`config.mk`:
```
export PLATFORM = sky130hd
export DESIGN_NAME = parking_sensor_scheduler
export DESIGN_NICKNAME = d
export VERILOG_FILES = /design/src/rtl/parking_sensor_scheduler_pkg.sv /design/src/rtl/parking_sensor_scheduler_echo_sync.sv /design/src/rtl/parking_sensor_scheduler.sv
export SDC_FILE = /design/constraint.sdc
export NUM_CORES = 1
export LEC_CHECK = 0
export CAP_MARGIN = 20
export CORE_UTILIZATION = 55
export CTS_CLUSTER_DIAMETER = 80
export DETAILED_ROUTE_END_ITERATION = 8
export GPL_TIMING_DRIVEN = 0
export PLACE_DENSITY = 0.8
export SYNTH_ARGS = -nofsm -noshare
export SYNTH_HDL_FRONTEND = slang
export SYNTH_SLANG_ARGS = --single-unit
export TNS_END_PERCENT = 50
```
`constraint.sdc`:
```
create_clock -name clk -period 2.5 [get_ports clk]
set_input_delay 0.75 -clock clk [delete_from_list [all_inputs] [get_ports clk]]
set_output_delay 0.75 -clock clk [all_outputs]
set_load 0.005 [all_outputs]
```
`src/rtl/parking_sensor_scheduler_pkg.sv`:
```
// Shared types and default timing constants for the parking-lot sensor blocks.
package parking_pkg;

    localparam int COUNT_W = 20;

    localparam int DEF_N_SENSORS    = 4;
    localparam int DEF_TRIG_CYCLES  = 1000;
    localparam int DEF_WAIT_TIMEOUT = 100000;
    localparam int DEF_ECHO_MAX     = 1000000;
    localparam int DEF_DETECT_MAX   = 60000;
    localparam int DEF_GAP_CYCLES   = 500000;

    typedef enum logic [2:0] {
        ST_IDLE,
        ST_TRIG,
        ST_WAIT_RISE,
        ST_MEASURE,
        ST_GAP
    } state_e;

    function automatic int id_width(input int n);
        return (n > 1) ? $clog2(n) : 1;
    endfunction

endpackage

```
`src/rtl/parking_sensor_scheduler_echo_sync.sv`:
```
// N-bit two-flop synchronizer for the raw echo pins, async active-low reset.
module echo_sync
    import parking_pkg::*;
#(
    parameter int W = 1
) (
    input  logic         clk_i,
    input  logic         rst_ni,
    input  logic [W-1:0] d_i,
    output logic [W-1:0] q_o
);

    logic [W-1:0] meta_q;
    logic [W-1:0] sync_q;

    always_ff @(posedge clk_i or negedge rst_ni) begin
        if (!rst_ni) begin
            meta_q <= '0;
            sync_q <= '0;
        end else begin
            meta_q <= d_i;
            sync_q <= meta_q;
        end
    end

    assign q_o = sync_q;

endmodule

```
`src/rtl/parking_sensor_scheduler.sv`:
```
// Round-robin HC-SR04 scheduler: triggers one bay at a time, times the echo and
// classifies occupancy. Define OCCUPANCY_FILTER_EN to require two agreeing results.
module parking_sensor_scheduler
    import parking_pkg::*;
#(
    parameter int N_SENSORS    = DEF_N_SENSORS,
    parameter int TRIG_CYCLES  = DEF_TRIG_CYCLES,
    parameter int WAIT_TIMEOUT = DEF_WAIT_TIMEOUT,
    parameter int ECHO_MAX     = DEF_ECHO_MAX,
    parameter int DETECT_MAX   = DEF_DETECT_MAX,
    parameter int GAP_CYCLES   = DEF_GAP_CYCLES
) (
    input  logic                           clk,
    input  logic                           reset_n,
    input  logic                           enable,
    input  logic [N_SENSORS-1:0]           echo,
    output logic [N_SENSORS-1:0]           trig,
    output logic [N_SENSORS-1:0]           occupied,
    output logic [4:0]                     free_count,
    output logic                           result_valid,
    output logic [id_width(N_SENSORS)-1:0] result_id,
    output logic [COUNT_W-1:0]             result_time,
    output logic                           result_timeout
);

    localparam int IDW = id_width(N_SENSORS);

    localparam logic [COUNT_W-1:0] TRIG_LAST  = COUNT_W'(TRIG_CYCLES - 1);
    localparam logic [COUNT_W-1:0] WAIT_LAST  = COUNT_W'(WAIT_TIMEOUT - 1);
    localparam logic [COUNT_W-1:0] ECHO_LAST  = COUNT_W'(ECHO_MAX - 1);
    localparam logic [COUNT_W-1:0] ECHO_SAT   = COUNT_W'(ECHO_MAX);
    localparam logic [COUNT_W-1:0] DETECT_LIM = COUNT_W'(DETECT_MAX);
    localparam logic [COUNT_W-1:0] GAP_LAST   = COUNT_W'(GAP_CYCLES - 1);
    localparam logic [IDW-1:0]     IDX_LAST   = IDW'(N_SENSORS - 1);

    function automatic logic [4:0] free_bays(input logic [N_SENSORS-1:0] occ);
        logic [4:0] n;
        n = 5'(N_SENSORS);
        for (int i = 0; i < N_SENSORS; i++) begin
            n = n - 5'(occ[i]);
        end
        return n;
    endfunction

    logic [N_SENSORS-1:0] echo_s;

    state_e               state_q, state_d;
    logic [COUNT_W-1:0]   cnt_q, cnt_d;
    logic [IDW-1:0]       idx_q, idx_d;
    logic [N_SENSORS-1:0] trig_q, trig_d;
    logic [N_SENSORS-1:0] occupied_q, occupied_d;
    logic [4:0]           free_count_q;
    logic                 valid_q;
    logic [IDW-1:0]       id_q;
    logic [COUNT_W-1:0]   time_q;
    logic                 timeout_q;

    logic                 report;
    logic [COUNT_W-1:0]   rep_time;
    logic                 rep_timeout;
    logic                 rep_occ;

    echo_sync #(
        .W (N_SENSORS)
    ) u_echo_sync (
        .clk_i  (clk),
        .rst_ni (reset_n),
        .d_i    (echo),
        .q_o    (echo_s)
    );

    always_ff @(posedge clk or negedge reset_n) begin
        if (!reset_n) begin
            state_q <= ST_IDLE;
            cnt_q   <= '0;
            idx_q   <= '0;
            trig_q  <= '0;
        end else begin
            state_q <= state_d;
            cnt_q   <= cnt_d;
            idx_q   <= idx_d;
            trig_q  <= trig_d;
        end
    end

    // A result is reported exactly on the transition into GAP.
    always_comb begin
        state_d     = state_q;
        cnt_d       = cnt_q;
        idx_d       = idx_q;
        report      = 1'b0;
        rep_time    = '0;
        rep_timeout = 1'b0;
        unique case (state_q)
            ST_IDLE: begin
                if (enable) begin
                    state_d = ST_TRIG;
                    cnt_d   = '0;
                end
            end
            ST_TRIG: begin
                if (cnt_q == TRIG_LAST) begin
                    state_d = ST_WAIT_RISE;
                    cnt_d   = '0;
                end else begin
                    cnt_d = cnt_q + 1'b1;
                end
            end
            ST_WAIT_RISE: begin
                if (echo_s[idx_q]) begin
                    state_d = ST_MEASURE;
                    cnt_d   = COUNT_W'(1);
                end else if (cnt_q == WAIT_LAST) begin
                    state_d     = ST_GAP;
                    cnt_d       = '0;
                    report      = 1'b1;
                    rep_timeout = 1'b1;
                end else begin
                    cnt_d = cnt_q + 1'b1;
                end
            end
            ST_MEASURE: begin
                if (!echo_s[idx_q]) begin
                    state_d  = ST_GAP;
                    cnt_d    = '0;
                    report   = 1'b1;
                    rep_time = cnt_q;
                end else if (cnt_q == ECHO_LAST) begin
                    // Saturate instead of waiting for a stuck echo to fall.
                    state_d     = ST_GAP;
                    cnt_d       = '0;
                    report      = 1'b1;
                    rep_time    = ECHO_SAT;
                    rep_timeout = 1'b1;
                end else begin
                    cnt_d = cnt_q + 1'b1;
                end
            end
            ST_GAP: begin
                if (cnt_q == GAP_LAST) begin
                    idx_d   = (idx_q == IDX_LAST) ? '0 : idx_q + 1'b1;
                    state_d = enable ? ST_TRIG : ST_IDLE;
                    cnt_d   = '0;
                end else begin
                    cnt_d = cnt_q + 1'b1;
                end
            end
            default: begin
                state_d = ST_IDLE;
                cnt_d   = '0;
            end
        endcase
    end

    always_comb begin
        trig_d = '0;
        if (state_d == ST_TRIG) begin
            trig_d[idx_d] = 1'b1;
        end
    end

    assign rep_occ = !rep_timeout && (rep_time < DETECT_LIM);

`ifdef OCCUPANCY_FILTER_EN
    logic [N_SENSORS-1:0] pending_q, pending_d;

    // A bay flips only when this result matches the previous one for that bay.
    always_comb begin
        occupied_d = occupied_q;
        pending_d  = pending_q;
        if (report) begin
            pending_d[idx_q] = rep_occ;
            if (pending_q[idx_q] == rep_occ) begin
                occupied_d[idx_q] = rep_occ;
            end
        end
    end

    always_ff @(posedge clk or negedge reset_n) begin
        if (!reset_n) begin
            pending_q <= '0;
        end else begin
            pending_q <= pending_d;
        end
    end
`else
    always_comb begin
        occupied_d = occupied_q;
        if (report) begin
            occupied_d[idx_q] = rep_occ;
        end
    end
`endif

    always_ff @(posedge clk or negedge reset_n) begin
        if (!reset_n) begin
            occupied_q   <= '0;
            free_count_q <= 5'(N_SENSORS);
            valid_q      <= 1'b0;
            id_q         <= '0;
            time_q       <= '0;
            timeout_q    <= 1'b0;
        end else begin
            occupied_q   <= occupied_d;
            free_count_q <= free_bays(occupied_q);
            valid_q      <= report;
            if (report) begin
                id_q      <= idx_q;
                time_q    <= rep_time;
                timeout_q <= rep_timeout;
            end
        end
    end

    assign trig           = trig_q;
    assign occupied       = occupied_q;
    assign free_count     = free_count_q;
    assign result_valid   = valid_q;
    assign result_id      = id_q;
    assign result_time    = time_q;
    assign result_timeout = timeout_q;

endmodule

```
==> results.cfg, run 1 <==
[drt]
ant_nets = 0
drtIter0Drc = 206
drt_wl_total_microns = 7090
wl_per_cell_microns = 15.48
drc = 0
vias_per_cell = 5.635
drt_pass1_iterations = 4
num_vias = 2581

[global_route]
antenna_found_initial = 0
grt.busiest_layer = met2
grtUsageTotal_pct = 25.24
grt_overflow = 0
grt_use_met3_pct = 5.909
grt_first_pass_wirelength_microns = 12220
grt_start_max_net_pins = 71
gr-usage-met2_pct = 39.58
met1_usage_pct = 34.30
grt_pass1_vias = 2564

[die]
dieArea_sq_mm = 0.006481
ios = 44
initial_core_util_pct = 57.25
rows = 28
core_area_sq_mm = 0.005921
die_x_microns = 80.51
die_h_microns = 80.51

[worst_setup_path]
cp.buffers_inverters = 2
crit_type = flop to flop
cpPeakStageDelay_ns = 0.57
cp.required_ns = 2.78
critical-path-top-delay-family = buffers and inverters
critPathArrivalTime_ns = 2.69
cp-end-kind = flop
path_cells = mux4_2 > buf_4 > nor2_1 > clkbuf_1 > a22o_1
cp_slowest_cell = mux4_2
worstPathMaxFanout = 10
crit_path_start_kind = flop

[clock_tree]
numCtsBuffers = 9
h-tree-depth = 3
cts_root_buf = clkbuf_8
clk_pin_slew_worst_paths_ns = 0.08
cts_tree = done
insertion_delay_ns = 0.35
clock-sinks = 70
cts.path.max_buffers = 2

[synthesis]
ys.flop_type = dfrtp_1
synth_cell_types = 58
avgSynthCellArea_sq_um = 10.46
async_flop_share_pct = 100.0
synth-seq-cells = 70
synth_seq_area_share_pct = 51.72
syn-num-nets = 342
syn_area_sq_mm = 0.003390
synthCells = 324
synth_edf_count = 0
yosysWarnings = 0

[power]
swShare_pct = 21.09
power_switching_uw = 465.0
ir_drop_mv = 0.4791
power_density_mw_per_mm2 = 529.0
p_int_mw = 1.740
p_leak_nw = 1.815
power_frac_comb_pct = 1.9
p_clk_share_pct = 46.4
seq_power_share_pct = 51.7

[placement]
place_hpwl_microns = 4885
io_buffers = 43
place_congestion = 0.8734

[sta]
rsz0062_at_grt = false
tightest_slew_ns = 0.8553
clock-skew-final_ns = 0.01178
finalCritPeriodShare_pct = 96.62
finalCriticalPeriod_ns = 2.415
drv_slew = 0
hold_viol_final = 0
clock.fmax_mhz = 414.0
setup_viol = 0
slew_headroom_pct = 42.98
fin_tns_setup_ns = 0

[worst_hold_path]
hold_path.class = flop to flop

[job]
drv_cap = 0

[outcome]
outcome = complete, no violations

[layout]
insertedDiodeCount = 0
drive_gt1_share_pct = 13.58
final_nets = 396
multi_input_area_sq_mm = 0.001485
fin_util_pct = 70.39
fillers = 457
layout_commonest_cell = dfrtp_1
area_growth_pct = 22.96
ff_latch_area_sq_mm = 0.001755
final_cell_mix = 67 x dfrtp_1, 42 x clkdlybuf4s50_1, 40 x nand2_1
[synth_stat cells, types with 5 or more instances]
master     n  area share (%)
nand2_1   40             4.4
ha_1       9             3.3
nor2_1    26             2.9
dfrtp_1   69              51
o22ai_1    5            0.92
nor3_1     5            0.74
a22o_1    16             4.1
inv_1     11             1.2
nor2b_1    6             1.1
nand3_1   11             1.6
clkbuf_1   8            0.89
a21oi_1   11             1.6
xor2_1     8             2.1
buf_6      6             2.0
o21ai_0   23             3.4
[routing by layer]
metal / share of wire, % / up-vias
met1: 48 / 1276
met3: 3.2 / 10
met4: 1.3 / 0
met5: 0 / -
li1: - / 1246
met2: 47 / 49
[cells by family (layout without fill, tap and decap cells)]
family / after synthesis / after routing / synth area share, %
simple gates: 131 / 131 / 21.26
buf+inv: 30 / 89 / 5.315
mux: 3 / 3 / 1.329
compound gates: 68 / 68 / 13.03
fa+ha+maj: 11 / 11 / 4.504
xor+xnor: 11 / 11 / 2.843
flops: 70 / 70 / 51.72
[power groups by stage]
| stage | clock [mW] | combinational [mW] | sequential (mW) |
|---|---|---|---|
| 4_1_cts | 1.04 | 0.0428 | 1.14 |
| 3_5_place_dp | 0 | 0.0429 | 1.16 |
| 6_report | 1.02 | 0.0412 | 1.14 |
| 5_1_grt | 1.09 | 0.0478 | 1.14 |
| 3_3_place_gp | 0 | 0.0423 | 1.16 |
| 2_1_floorplan | 0 | 0.00855 | 1.16 |
[worst reg2reg max path: cells and delay by family (launching register included)]
family | cells | cell delay [ns]
AO/OA/AOI/OAI | 1 | 0.22
buffers and inverters | 2 | 0.65
flip-flops | 1 | 0.50
multiplexers | 1 | 0.57
AND/OR/NAND/NOR | 1 | 0.40
[metrics by stage]
stage	hold slack [ns]	setup slack (ns)	instance area, sq um	cells	total power [mW]
global route	0.3491	0.003356	4168	458	2.275
global placement	0.3326	-1.542	3914	442	1.205
finish	0.3424	0.08461	4168	458	2.205
floorplan	0.3312	0.3321	3390	324	1.171
CTS	0.3480	0.05874	4135	458	2.221
detailed placement	0.3347	-0.1710	3911	442	1.206
[registers in the layout, indices dropped and copies added (netlist names)]
name                flops
u_echo_sync.q_o         4
cnt_q                  20
u_echo_sync.meta_q      4
free_count              5
idx_q                   2
result_id               2
trig                    4
result_timeout          1
occupied                4
result_valid            1
result_time            20
state_q                 3
[repair_timing]
| item | CTS | global route |
|---|---|---|
| hold buffers | 0 | 0 |
| endpoints found under the setup margin | 0 | 29 |
| buffers inserted | 0 | 0 |
| resized for setup | 0 | 11 |
[worst paths after layout]
check                                      start            endpoint  slack [ns]  depth (start not counted)
setup / recovery                        idx_q[0]     result_time[10]        0.08                          5
hold reg to reg            u_echo_sync.meta_q[0]  u_echo_sync.q_o[0]        0.34                          0
min in group asynchronous                reset_n      result_timeout        0.51                          1
max in group asynchronous                reset_n            cnt_q[0]        1.36                          1
hold / removal             u_echo_sync.meta_q[0]  u_echo_sync.q_o[0]        0.34                          0
setup reg to reg                        idx_q[0]     result_time[10]        0.08                          5
[cell type report]
class | count | area share [%]
Buffer | 18 | 3.272
Sequential cell | 70 | 42.12
Clock buffer | 11 | 3.392
Multi-Input combinational cell | 224 | 35.63
Inverter | 12 | 1.081
Tap cell | 75 | 2.252
Timing Repair Buffer | 43 | 10.27
Clock inverter | 5 | 1.981
Note: power is estimated with default switching activity, not from simulation.
==> run 2, diff against run 1 <==
--- a/config.mk
+++ b/config.mk
@@ -10,8 +10,9 @@
 export CTS_CLUSTER_DIAMETER = 80
 export DETAILED_ROUTE_END_ITERATION = 8
 export GPL_TIMING_DRIVEN = 0
-export PLACE_DENSITY = 0.8
+export PLACE_DENSITY = 0.79
 export SYNTH_ARGS = -nofsm -noshare
 export SYNTH_HDL_FRONTEND = slang
+export SYNTH_HIERARCHICAL = 1
 export SYNTH_SLANG_ARGS = --single-unit
 export TNS_END_PERCENT = 50
==> run 2 against run 1 <==
Synthesized cell count increased by 0.62%. Largest cell class unchanged. Global-route usage increased by 2.4 points. Combinational power decreased by 9.5%. Critical endpoint is now occupied[2]. First-iteration DRC count increased by 35%.
==> results.cfg, run 2 <==
[placement]
place_hpwl_microns = 5511
dp_worst_setup_slack_ns = -0.3059
dp_cells = 444
io_buffers = 43
place_congestion = 0.8908

[worst_setup_path]
r2r-start = cnt_q[12]
reg2reg_to = occupied[2]
ff2ff_setup_slack_ns = 0.12
worstPathMaxFanout = 9
crit_path_start_kind = flop
setup.worst_path.end = occupied[2]
cp.required_ns = 2.74
critPathArrivalTime_ns = 2.62
crit_start = cnt_q[12]
worstRegToRegCells = 8
crit_type = flop to flop
cp-end-kind = flop

[sta]
finalCriticalPeriod_ns = 2.381
clock.fmax_mhz = 420.0
hold_viol_final = 0
tightest_slew_ns = 0.9723
slew_headroom_pct = 34.64
drv_slew = 0
setup_ws_ns = 0.1193
finalCritPeriodShare_pct = 95.23
fin_tns_setup_ns = 0
clock-skew-final_ns = 0.01222
setup_viol = 0

[drt]
drc = 0
ant_nets = 0
wl_per_cell_microns = 17.39
vias_per_cell = 5.989
drt_pass1_iterations = 4
drtIter0Drc = 279
num_vias = 2845
drt_wl_total_microns = 8261

[power]
p_int_mw = 1.765
p_clk_share_pct = 47.4
power_switching_uw = 474.6
ir_drop_mv = 0.3790
p_leak_nw = 1.920
power_density_mw_per_mm2 = 507.7
p_total_mw = 2.239
seq_power_share_pct = 50.9
power_frac_comb_pct = 1.7
swShare_pct = 21.19

[clock_tree]
cts.path.max_buffers = 2
clock-sinks = 70
cts_root_buf = clkbuf_8
clk_pin_slew_worst_paths_ns = 0.08
numCtsBuffers = 9
insertion_delay_ns = 0.36
h-tree-depth = 3
cts_tree = done

[synthesis]
synth_top_area_share_pct = 49.80
synthCells = 326
syn_area_sq_mm = 0.003467
synth.most_common_cell = dfrtp_1
yosysWarnings = 6
synth_top_area_cell = dfrtp_1
synth_edf_count = 0
synthTopCellsByArea = dfrtp_1 50%, nand2_1 4.9%, a22o_1 3.3%
syn-num-nets = 344
yosys-top-cells-count = 69 x dfrtp_1, 45 x nand2_1, 16 x nor2_1, 15 x o21ai_0, 13 x a22o_1
ys.flop_type = dfrtp_1
synth-seq-cells = 70
async_flop_share_pct = 100.0
synth_seq_area_share_pct = 50.56
synth_cell_types = 64
avgSynthCellArea_sq_um = 10.64

[die]
core_area_sq_mm = 0.005991
die_h_microns = 81.40
initial_core_util_pct = 57.87
dieArea_sq_mm = 0.006625
ios = 44
die_x_microns = 81.40
rows = 28

[layout]
instances_no_fill = 475
drive_gt1_share_pct = 19.25
final_cell_mix = 66 x dfrtp_1, 45 x nand2_1, 42 x clkdlybuf4s50_1
layout_commonest_cell = dfrtp_1
area_growth_pct = 27.21
fillers = 400
final_nets = 413
insertedDiodeCount = 0

[global_route]
grt_start_max_net_pins = 71
antenna_found_initial = 0
grt_first_pass_wirelength_microns = 13490
grtUsageTotal_pct = 27.59
grt_pass1_vias = 2724
grt_overflow = 0

[worst_hold_path]
hold_path.class = flop to flop

[job]
drv_cap = 0

[outcome]
outcome = complete, no violations
-- run 2: cell types whose count changed in the layout (fill, tap and decap cells not counted), sizes merged, moves of 6 or more --
cell   previous run  this run
a21oi            12         4
a221o             0         6
buf              10        27
nand4             2         9
nor2             26        16
o21ai            23        17
-- run 2: per-stage QoR --
step,cell area (sq um),utilization (%),hold slack (ns)
after global routing,4410,73.62,0.3669
after detailed placement,3995,66.69,0.3389
after floorplan,3467,-,0.3312
after CTS,4249,70.93,0.3560
final,4410,73.62,0.3535
after global placement,3991,66.62,0.3349
-- run 2: cell type report --
cell class              instances  area (sq um)  share of cell area [%]
flip-flops and latches         70          1757                   39.83
well taps                      75         93.84                   2.128
clock buffers                  11         151.4                   3.433
inverters                      13         48.80                   1.106
repair buffers                 58         540.5                   12.26
clock inverters                 5         81.33                   1.844
plain buffers                  21         106.4                   2.411
multi-input cells             222          1632                   36.99
-- run 2: cells by family after synthesis --
| group | synth area share (%) |
|---|---|
| AND/OR/NAND/NOR | 21.26 |
| AO/OA/AOI/OAI | 15.30 |
| flip-flops | 50.56 |
| buffers and inverters | 4.402 |
| adder cells (fa/ha/maj) | 4.403 |
| multiplexers | 3.320 |
| XOR/XNOR | 0.7580 |
-- run 2: metal layers --
metal	wire (microns)	vias to the layer above	part of all wire (%)	global-route usage (%)
met1	3493	1376	42	36.77
met2	3980	115	48	42.33
met3	564	27	6.8	6.404
met4	223	0	2.7	12.86
li1	-	1327	-	-
met5	0	-	0	0
-- run 2: power groups by stage --
| stage | Sequential (mW) | Clock [mW] | Combinational (mW) |
|---|---|---|---|
| after global routing | 1.14 | 1.12 | 0.0435 |
| after CTS | 1.14 | 1.07 | 0.0378 |
| after detailed placement | 1.16 | 0 | 0.0377 |
| after floorplan | 1.16 | 0 | 0.00450 |
| final | 1.14 | 1.06 | 0.0373 |
| after global placement | 1.16 | 0 | 0.0361 |
-- run 2: worst min path at each step --
stage                          start                  to  slack (ns)  depth (start not counted)
5_1_grt        u_echo_sync/meta_q[3]  u_echo_sync/q_o[3]        0.37                          0
6_report       u_echo_sync/meta_q[2]  u_echo_sync/q_o[2]        0.35                          0
3_5_place_dp   u_echo_sync/meta_q[2]  u_echo_sync/q_o[2]        0.34                          0
3_3_place_gp   u_echo_sync/meta_q[2]  u_echo_sync/q_o[2]        0.33                          0
2_1_floorplan  u_echo_sync/meta_q[0]  u_echo_sync/q_o[0]        0.33                          0
4_1_cts        u_echo_sync/meta_q[2]  u_echo_sync/q_o[2]        0.36                          0
-- run 2: what timing repair did --
action,4_1_cts,5_1_grt
resized for setup,4,15
pin swaps,1,5
endpoints found under the hold margin,0,0
buffers inserted,1,14
endpoints found under the setup margin,50,49
hold buffers,0,0
-- run 2: critical path, cell delays in order (launching register included) --
cell and delay, ns:
dfrtp_1 0.36, buf_2 0.18, nor4b_4 0.28, nand4_1 0.26
nor4_4 0.44, o221ai_4 0.21, inv_2 0.14, nand2_1 0.09
mux2_4 0.30
==> run 3, diff against run 2 <==
--- a/config.mk
+++ b/config.mk
@@ -11,6 +11,7 @@
 export DETAILED_ROUTE_END_ITERATION = 8
 export GPL_TIMING_DRIVEN = 0
 export PLACE_DENSITY = 0.79
+export SLEW_MARGIN = 20
 export SYNTH_ARGS = -nofsm -noshare
 export SYNTH_HDL_FRONTEND = slang
 export SYNTH_HIERARCHICAL = 1
==> run 3 against run 2 <==
Die area did not move. Critical path type unchanged. Flip-flop and latch count did not move. Combinational power rose by 11%. Largest cell class unchanged. Wire length rose by 4.1%.
==> results.cfg, run 3 (synthesized netlist as in run 2, its figures left out) <==
[sta]
tightest_slew_ns = 0.5643
setup_viol = 0
finalCritPeriodShare_pct = 96.03
slew_headroom_pct = 62.38
clock.fmax_mhz = 416.5
clock-skew-final_ns = 0.007616
drv_slew = 0
setup_ws_ns = 0.09913
finalCriticalPeriod_ns = 2.401
hold_viol_final = 0

[clock_tree]
h-tree-depth = 3
insertion_delay_ns = 0.35
cts_root_buf = clkbuf_8
clock-sinks = 70
cts-hold-fix-buffers = 0
numCtsBuffers = 9
clk_pin_slew_worst_paths_ns = 0.08
cts.path.max_buffers = 2
cts_tree = done

[die]
initial_core_util_pct = 57.87
dieArea_sq_mm = 0.006625
core_area_sq_mm = 0.005991
ios = 44
rows = 28
die_x_microns = 81.40
die_h_microns = 81.40

[drt]
num_vias = 2917
drc = 0
vias_per_cell = 6.193
drtIter0Drc = 320
drt_pass1_iterations = 6
wl_per_cell_microns = 18.25
ant_nets = 0
drt_wl_total_microns = 8596

[worst_setup_path]
cp-end-kind = flop
critPathArrivalTime_ns = 2.64
crit_path_start_kind = flop
worstRegToRegCells = 6
crit_type = flop to flop
worstPathMaxFanout = 7
cp.required_ns = 2.74

[placement]
place_congestion = 0.8908
dp_worst_setup_slack_ns = -0.3112
place_hpwl_microns = 5801
io_buffers = 43

[layout]
final_nets = 409
area_growth_pct = 26.31
layout_commonest_cell = dfrtp_1
final_cell_mix = 66 x dfrtp_1, 45 x nand2_1, 42 x clkdlybuf4s50_1
drive_gt1_share_pct = 17.68
insertedDiodeCount = 0

[worst_hold_path]
hold_path.class = primary input to asynchronous set/reset pin

[global_route]
grt_overflow = 0
antenna_found_initial = 0
grtUsageTotal_pct = 28.56
grt_pass1_vias = 2747
grt_first_pass_wirelength_microns = 13910
grt_start_max_net_pins = 44

[power]
power_density_mw_per_mm2 = 510.4
ir_drop_mv = 0.3944
p_leak_nw = 1.896
p_total_mw = 2.235

[job]
drv_cap = 0

[outcome]
outcome = complete, no violations
-- run 3: final cells by class --
type                    instances  area (sq um)
plain buffers                  21         103.9
inverters                      13         48.80
well taps                      75         93.84
flip-flops and latches         70          1757
clock inverters                 5         81.33
multi-input cells             222          1620
fillers                       410          1612
clock buffers                  11         151.4
repair buffers                 54         523.0
-- run 3: power by group --
group	switching (mW)	internal (mW)
Clock	0.437	0.616
Sequential	0.00271	1.14
Combinational	0.0274	0.0141
-- run 3: per-stage QoR --
stage | area (sq um) | hold slack (ns) | std cells | util, % | TNS, ns
floorplan | 3467 | 0.3312 | 326 | - | 0
global placement | 3991 | 0.3349 | 444 | 66.62 | -119.30
detailed placement | 4023 | 0.3365 | 446 | 67.15 | -9.069
CTS | 4284 | 0.3191 | 464 | 71.51 | 0
global route | 4379 | 0.3353 | 471 | 73.10 | -0.3304
finish | 4379 | 0.3089 | 471 | 73.10 | 0
-- run 3: timing repair --
action,in CTS,in global routing
buffers inserted,2,7
setup endpoints to repair,52,49
pin swaps,1,4
endpoints found under the hold margin,0,0
gates resized for setup,4,8
-- run 3: worst paths after layout --
path / start / to / slack (ns)
setup / recovery: idx_q[0] / occupied[2] / 0.1
hold / removal: reset_n / cnt_q[17] / 0.31
setup reg to reg: idx_q[0] / occupied[2] / 0.1
hold reg to reg: u_echo_sync/meta_q[3] / u_echo_sync/q_o[3] / 0.35
max in group asynchronous: reset_n / free_count[2] / 1.60
min in group clk: u_echo_sync/meta_q[3] / u_echo_sync/q_o[3] / 0.35
-- run 3: per-layer routing --
metal,track usage [%],vias up,part of all wire (%)
met5,0,-,0
met4,15.36,0,2.8
met3,4.157,30,7.1
met2,45.67,147,50
met1,37.27,1418,41
li1,-,1322,-
-- run 3: critical path: stages, from the launching register on --
cell and delay (ns):
dfrtp_2 0.46, mux4_2 0.49, nand3_1 0.24, nor4_4 0.52, a21oi_1 0.11, nor2b_1 0.20, mux2_4 0.28
